$ cat src/rtl/bus_arbiter_pkg.sv
// Shared definitions for the round-robin bus arbiter: FSM state encoding,
// default widths and the grant-index width helper.
package bus_arbiter_pkg;

  typedef enum logic {
    ST_IDLE = 1'b0,
    ST_BUSY = 1'b1
  } arb_state_t;

  localparam int DEF_NM  = 2;
  localparam int DEF_AW  = 14;
  localparam int DEF_DW  = 32;
  localparam int DEF_TMO = 255;

  // A single master still needs a 1-bit index so the pointer logic stays uniform.
  function automatic int idx_width(input int n);
    return (n > 1) ? $clog2(n) : 1;
  endfunction

endpackage

$ cat src/rtl/bus_arbiter_rr_pick.sv
// rr_pick: combinational round-robin priority picker. The first requester at or
// after ptr wins, wrapping to the lowest indices when none is found above ptr.
module rr_pick
  import bus_arbiter_pkg::*;
#(
  parameter int NM = DEF_NM,
  parameter int IW = idx_width(DEF_NM)
) (
  input  logic [NM-1:0] req,
  input  logic [IW-1:0] ptr,
  output logic [NM-1:0] gnt,
  output logic [IW-1:0] idx,
  output logic          found
);

  // Descending scans let the lowest qualifying index win; the second scan
  // (indices at or above ptr) overrides any wrapped-around candidate.
  always_comb begin
    gnt   = '0;
    idx   = '0;
    found = 1'b0;
    for (int i = NM - 1; i >= 0; i--) begin
      if (req[i] && (IW'(i) < ptr)) begin
        gnt    = '0;
        gnt[i] = 1'b1;
        idx    = IW'(i);
        found  = 1'b1;
      end
    end
    for (int i = NM - 1; i >= 0; i--) begin
      if (req[i] && (IW'(i) >= ptr)) begin
        gnt    = '0;
        gnt[i] = 1'b1;
        idx    = IW'(i);
        found  = 1'b1;
      end
    end
  end

endmodule

$ cat src/rtl/bus_arbiter.sv
// bus_arbiter: NM-master round-robin arbiter for stb/ack masters sharing one slave.
// Optional slave-ack timeout with error pulse is built when ARB_TIMEOUT_EN is defined.
module bus_arbiter
  import bus_arbiter_pkg::*;
#(
  parameter  int NM  = DEF_NM,
  parameter  int AW  = DEF_AW,
  parameter  int DW  = DEF_DW,
  parameter  int TMO = DEF_TMO,
  localparam int SW  = DW / 8
) (
  input  logic             clk,
  input  logic             rst,
  input  logic [NM-1:0]    m_stb,
  input  logic [NM-1:0]    m_we,
  input  logic [NM*AW-1:0] m_adr,
  input  logic [NM*SW-1:0] m_sel,
  input  logic [NM*DW-1:0] m_dat_i,
  output logic [DW-1:0]    m_dat_o,
  output logic [NM-1:0]    m_ack,
  output logic [NM-1:0]    m_err,
  output logic [NM-1:0]    gnt,
  output logic             s_stb,
  output logic             s_we,
  output logic [AW-1:0]    s_adr,
  output logic [SW-1:0]    s_sel,
  output logic [DW-1:0]    s_dat_o,
  input  logic [DW-1:0]    s_dat_i,
  input  logic             s_ack
);

  localparam int IW = idx_width(NM);

  if (NM < 1 || NM > 8 || (DW % 8) != 0 || DW < 8 || AW < 1 || TMO < 1) begin : g_bad_param
    $error("bus_arbiter: unsupported parameter combination");
  end

  arb_state_t    state, state_nxt;
  logic [NM-1:0] gnt_nxt;
  logic [IW-1:0] gidx, gidx_nxt;
  logic [IW-1:0] ptr, ptr_nxt;
  logic [IW-1:0] ptr_adv;
  logic [NM-1:0] pick_gnt;
  logic [IW-1:0] pick_idx;
  logic          pick_found;
  logic          busy;
  logic          done;
  logic          tmo_hit;

  rr_pick #(
    .NM(NM),
    .IW(IW)
  ) u_pick (
    .req  (m_stb),
    .ptr  (ptr),
    .gnt  (pick_gnt),
    .idx  (pick_idx),
    .found(pick_found)
  );

  assign busy    = (state == ST_BUSY);
  assign done    = busy && s_ack;
  assign ptr_adv = (gidx == IW'(NM - 1)) ? '0 : gidx + 1'b1;

  always_ff @(posedge clk) begin
    if (rst) begin
      state <= ST_IDLE;
      gnt   <= '0;
      gidx  <= '0;
      ptr   <= '0;
    end else begin
      state <= state_nxt;
      gnt   <= gnt_nxt;
      gidx  <= gidx_nxt;
      ptr   <= ptr_nxt;
    end
  end

  // A BUSY slot always ends on slave ack (or timeout), even if the master has
  // withdrawn, so the arbiter can never stall or hold two grants.
  always_comb begin
    state_nxt = state;
    gnt_nxt   = gnt;
    gidx_nxt  = gidx;
    ptr_nxt   = ptr;
    case (state)
      ST_IDLE: begin
        if (pick_found) begin
          state_nxt = ST_BUSY;
          gnt_nxt   = pick_gnt;
          gidx_nxt  = pick_idx;
        end else begin
          gnt_nxt = '0;
        end
      end
      ST_BUSY: begin
        if (done || tmo_hit) begin
          state_nxt = ST_IDLE;
          gnt_nxt   = '0;
          ptr_nxt   = ptr_adv;
        end
      end
      default: begin
        state_nxt = ST_IDLE;
        gnt_nxt   = '0;
      end
    endcase
  end

  always_comb begin
    s_stb   = busy;
    s_we    = 1'b0;
    s_adr   = '0;
    s_sel   = '0;
    s_dat_o = '0;
    for (int i = 0; i < NM; i++) begin
      if (busy && gnt[i]) begin
        s_we    = m_we[i];
        s_adr   = m_adr[i*AW +: AW];
        s_sel   = m_sel[i*SW +: SW];
        s_dat_o = m_dat_i[i*DW +: DW];
      end
    end
    m_dat_o = busy ? s_dat_i : '0;
    m_ack   = done ? (gnt & m_stb) : '0;
  end

`ifdef ARB_TIMEOUT_EN
  localparam int CW = ($clog2(TMO + 1) > 8) ? $clog2(TMO + 1) : 8;

  logic [CW-1:0] cnt;

  // Any IDLE cycle precedes entry to BUSY, so clearing there restarts each slot at 0.
  always_ff @(posedge clk) begin
    if (rst) begin
      cnt <= '0;
    end else if (!busy) begin
      cnt <= '0;
    end else if (!s_ack) begin
      cnt <= cnt + 1'b1;
    end
  end

  assign tmo_hit = busy && !s_ack && (cnt == CW'(TMO - 1));
  assign m_err   = tmo_hit ? gnt : '0;
`else
  assign tmo_hit = 1'b0;
  assign m_err   = '0;
`endif

endmodule

$ cat config.mk
export PLATFORM = sky130hd
export DESIGN_NAME = bus_arbiter
export DESIGN_NICKNAME = d
export VERILOG_FILES = /design/src/rtl/bus_arbiter_pkg.sv /design/src/rtl/bus_arbiter_rr_pick.sv /design/src/rtl/bus_arbiter.sv
export SDC_FILE = /design/constraint.sdc
export NUM_CORES = 1
export LEC_CHECK = 0
export BUFFER_PORTS_ARGS = -buffer_cell sky130_fd_sc_hd__buf_2
export CORE_AREA = 10 10 81 83
export DETAILED_ROUTE_END_ITERATION = 7
export DIE_AREA = 0 0 91 93
export PLACE_DENSITY = 0.71
export SLEW_MARGIN = 20
export SYNTH_ARGS = -nofsm -noshare
export SYNTH_HDL_FRONTEND = slang
export SYNTH_SLANG_ARGS = --single-unit
$ cat constraint.sdc
create_clock -name clk -period 2.79 [get_ports clk]
set_input_delay 0.279 -clock clk [delete_from_list [all_inputs] [get_ports clk]]
set_output_delay 0.279 -clock clk [all_outputs]
set_load 0.01 [all_outputs]
## Yosys cells after proc, flatten, opt, wreduce, memory -nomap -nowiden

Index checks and enable logic that the tools add are counted.

| storage, ports and cells | value |
|---|---|
| register bits | 5 |
| input port bits | 139 |
| word-level logic and storage cells | 49 |

| operators by class | value |
|---|---|
| add/sub/neg operators | 1 |
| magnitude comparators | 4 |
| equality and inequality tests | 1 |
| muxes and demuxes | 28 |
| bitwise logic cells | 2 |
| reduce and logical (&&, ||, !) cells | 9 |

Operators with widths:

| operator | count |
|---|---|
| $mux W32 | 3 |
| $mux W14 | 2 |
| $mux W2 | 7 |
| $mux W1 | 12 |
| $mux W4 | 2 |
| $logic_and A1 B1 Y1 | 7 |
| $pmux W2 S2 | 1 |
| $reduce_and A2 Y1 | 2 |
| $and A2 B2 Y2 | 1 |
| $ge A1 B1 Y1 const A | 2 |
| $lt A1 B1 Y1 const A | 2 |
| $ne A2 B1 Y1 const B | 1 |
| $pmux W1 S2 | 1 |
| $add A1 B1 Y1 const B | 1 |
| $not A1 Y1 | 1 |

## Depth between registers and ports, before layout

Gate-level depths: netlist (run 1).

| depth | value |
|---|---|
| word-level depth | 8 |
| mapped depth | 4 |
| gate-level depth less buffers | 3 |

## By module

Synthesis (run 1) repeated with hierarchy kept, for this count alone.

| unflattened totals | value |
|---|---|
| cell total of the unflattened synthesis | 236 |
| area total of the unflattened synthesis | 1472.7 µm² |

Modules (own cells, without submodules):

| module | times used | cells each | area an instance (µm²) | seq. area each (µm²) |
|---|---|---|---|---|
| bus_arbiter | 1 | 231 | 1440.1 | 100.1 |
| rr_pick | 1 | 5 | 32.5 | 0.0 |

## Worst setup path after synthesis (run 1)

No wires, ideal clock.

| path | value |
|---|---|
| path type | reg2out |
| start point | register state (netlist: s_stb) |
| end point | output port s_adr[0] |
| data arrival time | 1.044 ns |
| required time | 2.511 ns |
| setup slack | 1.467 ns |
| stages on the path, launching flop included | 5 |
| buffers on the path | 2 |
| cells stage by stage | dfxtp_1 -> and2_1 -> buf_6 -> buf_6 -> a22o_1 |

| on the way | value |
|---|---|
| word-level cells in the longest chain between the ends | 3 |
| elaborated cells between the ends (all ways) | 4 |
| classes of those cells | 2 x mux; 2 x reduce/logical |

RTL lines:

| item | RTL line | RTL |
|---|---|---|
| from (decl) | bus_arbiter.sv:38 | `arb_state_t state, state_nxt;` |
| from (signal assigned) | bus_arbiter.sv:72 | `state <= state_nxt;` |
| $logic_and A1 B1 Y1 | bus_arbiter.sv:117 | `if (busy && gnt[i]) begin` |
| $mux W14 | bus_arbiter.sv:117 |  |
| $mux W14 (*) | bus_arbiter.sv:117 |  |
| to (decl) | bus_arbiter.sv:25 | `output logic [AW-1:0] s_adr,` |

Every way passes the cells marked *; elsewhere a longest branch is shown, timed or not.

## Worst setup path after layout (run 1)

| path | value |
|---|---|
| start point | register state (netlist: s_stb) |
| end point | output port s_adr[12] |

Same word-level chain as after synthesis.

==> metrics.cfg, run 1 <==
[outcome]
status = finished, final reports clean

[finish]
final_common_cell = buf_2
syn_to_final_growth_pct = 117
layout_common_cells = buf_2 (226), a22o_1 (51), and2_1 (32)
n_antenna_cell = 0
drive_gt1_share_pct = 68.2
fin_area_um2 = 2170
final_nets = 483
final_core_util_pct = 43.4

[yosys]
avgSynthCellArea_um2 = 7.95
synth_area_um2 = 1000
yosysWarnings = 0
async_reset_ff_share_pct = 0
synth_seq_cells = 5
synth_cell_types = 22
synth_flop_cell = dfxtp_1
yosysSeqAreaShare_pct = 9.99
synth_edf_count = 0
syn_inst = 126

[global_routing]
antenna_found_initial = 0
overflow = 0
grt_max_degree = 52
grt_pass1_vias = 1892
grt_usage_pct = 14.6
grt_pass1_wl_um = 10300

[worst_setup_path]
start_kind = flip-flop
crit_path_end_kind = output pin
crit_type = flip-flop to output pin
crit_arrival_ns = 1.73
cp.required_ns = 2.51
worstPathMaxFanout = 27

[placed_design]
portBuffers = 226
placedInstanceArea_um2 = 2130
gp_congestion = 0.870
hpwl_um = 6100

[cts]
cts_resized = 0
cts_max_path_buffers = 2
clkTransAtPathRegs_ns = 0.04
cts_sinks = 5
h-tree-depth = 1
ctsHoldBuffers = 0
cts_setup_buffers = 0
cts_buffers = 3
cts_root_buf = clkbuf_8
clk_latency_ns = 0.22
cts_tree = built

[power]
power_frac_seq_pct = 17.3
clockPowerShare_pct = 27.8
peakVddDrop_mv = 0.274
combPwrFrac_pct = 54.9
swShare_pct = 33.1
leakage_uw = 0.00140
intPower_uw = 317
powerDensity_nw_per_um2 = 218
switching_power_uw = 157

[sta]
slew_headroom_pct = 64.9
finalCritPeriodShare_pct = 71.8
skew_ns = 0.00187
drv_slew = 0
post-route-min-period_ns = 2.00
final.setup.tns_ns = 0
max_freq_mhz = 499
worstMarginPinSlew_ns = 0.527
rsz0062_at_grt = false
setup_viol = 0
hold_viol = 0

[worst_hold_path]
hold_class = primary input to flip-flop

[route]
drtIter0Drc = 62
wl_per_cell_um = 16.9
drc = 0
vias = 1864
drtAntennaViolNets = 0
routed_wirelength_um = 6980
vias_per_cell = 4.51
drt_pass1_iterations = 4

[floorplanning]
die_y_um = 93
core_area_um2 = 5010
die_area_um2 = 8460
ioPinCount = 229
placementRows = 26
die_w_um = 91
initial_utilization_pct = 20.0

[job]
max-cap-violations = 0

layout make-up:
class / count / area (um2)
fill: 545 / 2840
tap: 70 / 87.6
timing repair buffer: 229 / 1170
sequential: 5 / 100
multi-input combinational: 103 / 768
inverter: 2 / 7.51
clock buffer: 4 / 45.0
sequential cells by signal (all words and copies together), names as in the netlist:
| register | flops |
|---|---|
| ptr | 1 |
| gidx | 1 |
| gnt | 2 |
| s_stb | 1 |
Yosys cell counts, drive strengths merged, types with 2 or more instances:
| cell | count | area share, % |
|---|---|---|
| inv | 2 | 0.75 |
| buf | 14 | 12 |
| a21oi | 4 | 2.0 |
| nand2 | 2 | 0.75 |
| a22o | 51 | 45 |
| dfxtp | 5 | 10 |
| and2 | 33 | 21 |
| clkbuf | 3 | 1.1 |
path summary, 6_finish.rpt:
kind | slack, ns | endpoint | cells after the start | from
min reg2reg | 0.46 | ptr$_SDFFE_PP0P_ | 1 | gidx$_SDFFE_PP0P_
min | 0.28 | gnt[1]$_SDFFE_PP0P_ | 2 | rst
max reg2reg | 1.30 | gnt[1]$_SDFFE_PP0P_ | 4 | s_stb$_SDFF_PP0_
max | 0.79 | s_adr[12] | 4 | s_stb$_SDFF_PP0_
metal layers:
| metal | global-route usage (%) | vias up | share of wire (%) |
|---|---|---|---|
| li1 | - | 912 | - |
| met1 | 15.2 | 809 | 38 |
| met2 | 26.4 | 141 | 50 |
| met3 | 6.39 | 2 | 12 |
| met4 | 3.13 | 0 | 0.33 |
| met5 | 0 | - | 0 |
critical path: stages (launching register included):
cell	delay, ns
dfxtp_1	0.44
and2_2	0.53
buf_12	0.24
a22o_1	0.16
buf_2	0.13
power by group through the flow:
stage | sequential [uW] | combinational, uW | clock [uW]
finish | 82.3 | 260 | 132
global route | 83.4 | 289 | 141
CTS | 82.3 | 265 | 137
detailed placement | 83.4 | 264 | 0
global placement | 82.8 | 260 | 0
floorplan | 83.1 | 110 | 0
kinds of logic (layout without fill, tap and decap cells):
group	count (synthesis)	count (layout)	synth area share, %
flip-flops	5	5	9.99
AO/OA/AOI/OAI	59	59	49.4
other	1	2	0.374
buffers and inverters	19	235	14.4
AND/OR/NAND/NOR	42	42	25.8
through the flow:
| step | setup WS, ns | std cells | hold WS (ns) | power, uW |
|---|---|---|---|---|
| 2_1_floorplan | 1.47 | 127 | 0.348 | 193 |
| 3_3_place_gp | 1.06 | 409 | 0.447 | 343 |
| 3_5_place_dp | 1.01 | 409 | 0.451 | 347 |
| 4_1_cts | 0.766 | 413 | 0.274 | 485 |
| 5_1_grt | 0.616 | 413 | 0.289 | 514 |
| 6_report | 0.786 | 413 | 0.281 | 475 |
(Power assumes the default switching activity.)
==> inputs of run 2 (changes only) <==
- ABC_AREA: not set -> 1
- CORE_AREA: 10 10 81 83 -> not set
- CORE_MARGIN: not set -> 10
- CORE_UTILIZATION: not set -> 28
- DIE_AREA: 0 0 91 93 -> not set
- PLACE_DENSITY: 0.71 -> 0.8
- clock period: 2.79 -> 2 ns (I/O delays scaled with it)
==> run 2 against run 1 <==
Net effect: area after synthesis rose by 35%; clock power is 40% higher; sequential power is 37% higher; critical path type unchanged; largest cell class unchanged.
==> metrics.cfg, run 2 <==
[outcome]
status = finished, final reports clean

[yosys]
yosysWarnings = 0  ; unchanged
synth_common_cells = nand2_1 (90), nand3_1 (55), o21ai_1 (49)
yosysSeqAreaShare_pct = 7.38  ; -2.6 points
synth_top_area_share_pct = 24.9  ; -20 points
synth_flop_cell = dfxtp_1
synth_edf_count = 0  ; unchanged
avgSynthCellArea_um2 = 4.84  ; -39%
synth_seq_cells = 5  ; unchanged
synth_top_area_cell = nand2_1
synth_area_leaders = nand2_1 (25%), nand3_1 (20%), o21ai_1 (18%), inv_1 (10%), buf_4 (7.7%)
post-synth-top-count-cell = nand2_1
async_reset_ff_share_pct = 0  ; unchanged
synth_area_um2 = 1360  ; +35%
synth_cell_types = 16  ; -27%
syn_inst = 280  ; +120%

[sta]
post-route-min-period_ns = 1.64
rsz0062_at_grt = false
finalCritPeriodShare_pct = 82.0
slew_headroom_pct = 64.8  ; -0.076 points
final.setup.tns_ns = 0  ; unchanged
skew_ns = 0.00177  ; -0.000106 ns
hold_viol = 0  ; unchanged
worstMarginPinSlew_ns = 0.528  ; +0.00113 ns
drv_slew = 0  ; unchanged
max_freq_mhz = 610
setup_viol = 0  ; unchanged

[floorplanning]
die_y_um = 89.6  ; -3.7%
ioPinCount = 229  ; unchanged
die_w_um = 89.6  ; -1.5%
die_area_um2 = 8030  ; -5.1%
placementRows = 25  ; -3.8%
core_area_um2 = 4720  ; -5.7%
initial_utilization_pct = 28.7  ; +8.7 points

[finish]
largest_register = gnt
final_nets = 628  ; +30%
multi_input_area_um2 = 935  ; +22%
n_antenna_cell = 0  ; unchanged
final_common_cell = buf_2
fillers = 504  ; -7.5%
layout_common_cells = buf_2 (226), nand2_1 (90), nand3_1 (55)
fin_area_um2 = 2500  ; +15%
syn_to_final_growth_pct = 84.6
drive_gt1_share_pct = 48.8  ; -19 points
seq_area_um2 = 103  ; +2.5%
fin_cells = 555  ; +34%
largest_reg_flops = 2  ; unchanged

[power]
peakVddDrop_mv = 0.378  ; +38%
leakage_uw = 0.00179  ; +28%
p_total_uw = 771  ; +62%
powerDensity_nw_per_um2 = 308  ; +41%

[worst_setup_path]
cpMaxStageDelayCell = dfxtp_2
worstPathMaxFanout = 26  ; -3.7%
crit_chain = clkinv_2 -> buf_12 -> nand2_1 -> o21ai_1 -> buf_2
reg2regPathDepth = 3  ; -1
crit_arrival_ns = 1.44  ; -0.29 ns
crit_type = flip-flop to output pin
max_stage_delay_ns = 0.32  ; -0.21 ns
r2r_start = gnt[1]$_SDFFE_PP0P_
cp.required_ns = 1.80  ; -0.71 ns
r2r-end = gnt[1]$_SDFFE_PP0P_
crit_path_end_kind = output pin
rrSetupSlack_ns = 0.85  ; -0.45 ns
start_kind = flip-flop

[cts]
cts_sinks = 5  ; unchanged
cts_setup_buffers = 0  ; unchanged
h-tree-depth = 1  ; unchanged
cts_root_buf = clkbuf_8
cts_max_path_buffers = 2  ; unchanged
cts_resized = 0  ; unchanged
clk_latency_ns = 0.22  ; about the same
ctsHoldBuffers = 0  ; unchanged
cts_buffers = 3  ; unchanged
cts_tree = built
clkTransAtPathRegs_ns = 0.04  ; about the same

[global_routing]
grt_max_degree = 94  ; +81%
overflow = 0  ; unchanged
grt_usage_pct = 16.9  ; +2.3 points
grt_pass1_wl_um = 11200  ; +8.2%
grt_pass1_vias = 2378  ; +26%
antenna_found_initial = 0  ; unchanged

[route]
drtIter0Drc = 113  ; +82%
wl_per_cell_um = 14.3  ; -15%
drc = 0  ; unchanged
routed_wirelength_um = 7960  ; +14%
vias_per_cell = 4.47  ; -0.95%
vias = 2481  ; +33%
drtAntennaViolNets = 0  ; unchanged
drt_pass1_iterations = 4  ; unchanged

[placed_design]
portBuffers = 226  ; unchanged
numPlacedInstances = 551  ; +35%
placedInstanceArea_um2 = 2460  ; +15%
hpwl_um = 6550  ; +7.4%
gp_congestion = 0.868  ; -0.17%

[worst_hold_path]
hold_class = primary input to flip-flop
whs_path_depth = 2  ; unchanged
hold_end = s_stb$_SDFF_PP0_
hp-start = rst

[job]
max-cap-violations = 0  ; unchanged

[run 2: routing by layer]
layer	share of wire (%)	GRT usage [%]	vias up	wire length [um]
li1	-	-	1301	-
met1	35	16.6	1040	2780
met2	49	31.2	126	3930
met3	14	8.12	14	1110
met4	1.8	3.90	0	140
met5	0	0	-	0
[run 2: area by class of cell]
class | instances | share of cell area [%]
tap | 67 | 3.35
multi-input combinational | 210 | 37.3
timing repair buffer | 231 | 47.7
sequential | 5 | 4.10
clock buffer | 4 | 1.80
inverter | 38 | 5.75
[run 2: worst max-delay path: cells and delay by family (launching register included)]
kind	cells	cell delay, ns
compound gates	1	0.06
simple gates	1	0.07
buf+inv	3	0.76
flops	1	0.32
[run 2: where the power goes]
part           internal (uW)  switching, uW
clock network            137           48.7
registers                108           5.09
logic                    211            261
total                    456            315
[run 2: kinds of logic (layout without fill, tap and decap cells)]
family	Yosys count	count (layout)	synth area share, %
compound gates	57	57	21.0
buf+inv	66	273	24.0
flops	5	5	7.38
other cells	1	2	0.276
simple gates	151	151	47.3
[run 2: stage by stage]
stage	setup slack, ns	utilization, %	hold WS [ns]
after floorplan	0.811	-	0.269
after global placement	0.609	52.1	0.417
after detailed placement	0.596	52.1	0.418
after CTS	0.352	53.0	0.190
after global routing	0.217	53.0	0.207
final	0.359	53.0	0.197
[run 2: how the worst max path moves through the flow]
stage,from,end,cells after the start
after floorplan,gnt[1]$_SDFFE_PP0P_,s_adr[13],5
after global placement,gnt[1]$_SDFFE_PP0P_,s_dat_o[15],4
after detailed placement,gnt[1]$_SDFFE_PP0P_,s_dat_o[9],5
after CTS,gnt[1]$_SDFFE_PP0P_,s_dat_o[9],5
after global routing,gnt[1]$_SDFFE_PP0P_,s_dat_o[13],4
final,gnt[1]$_SDFFE_PP0P_,s_dat_o[9],5
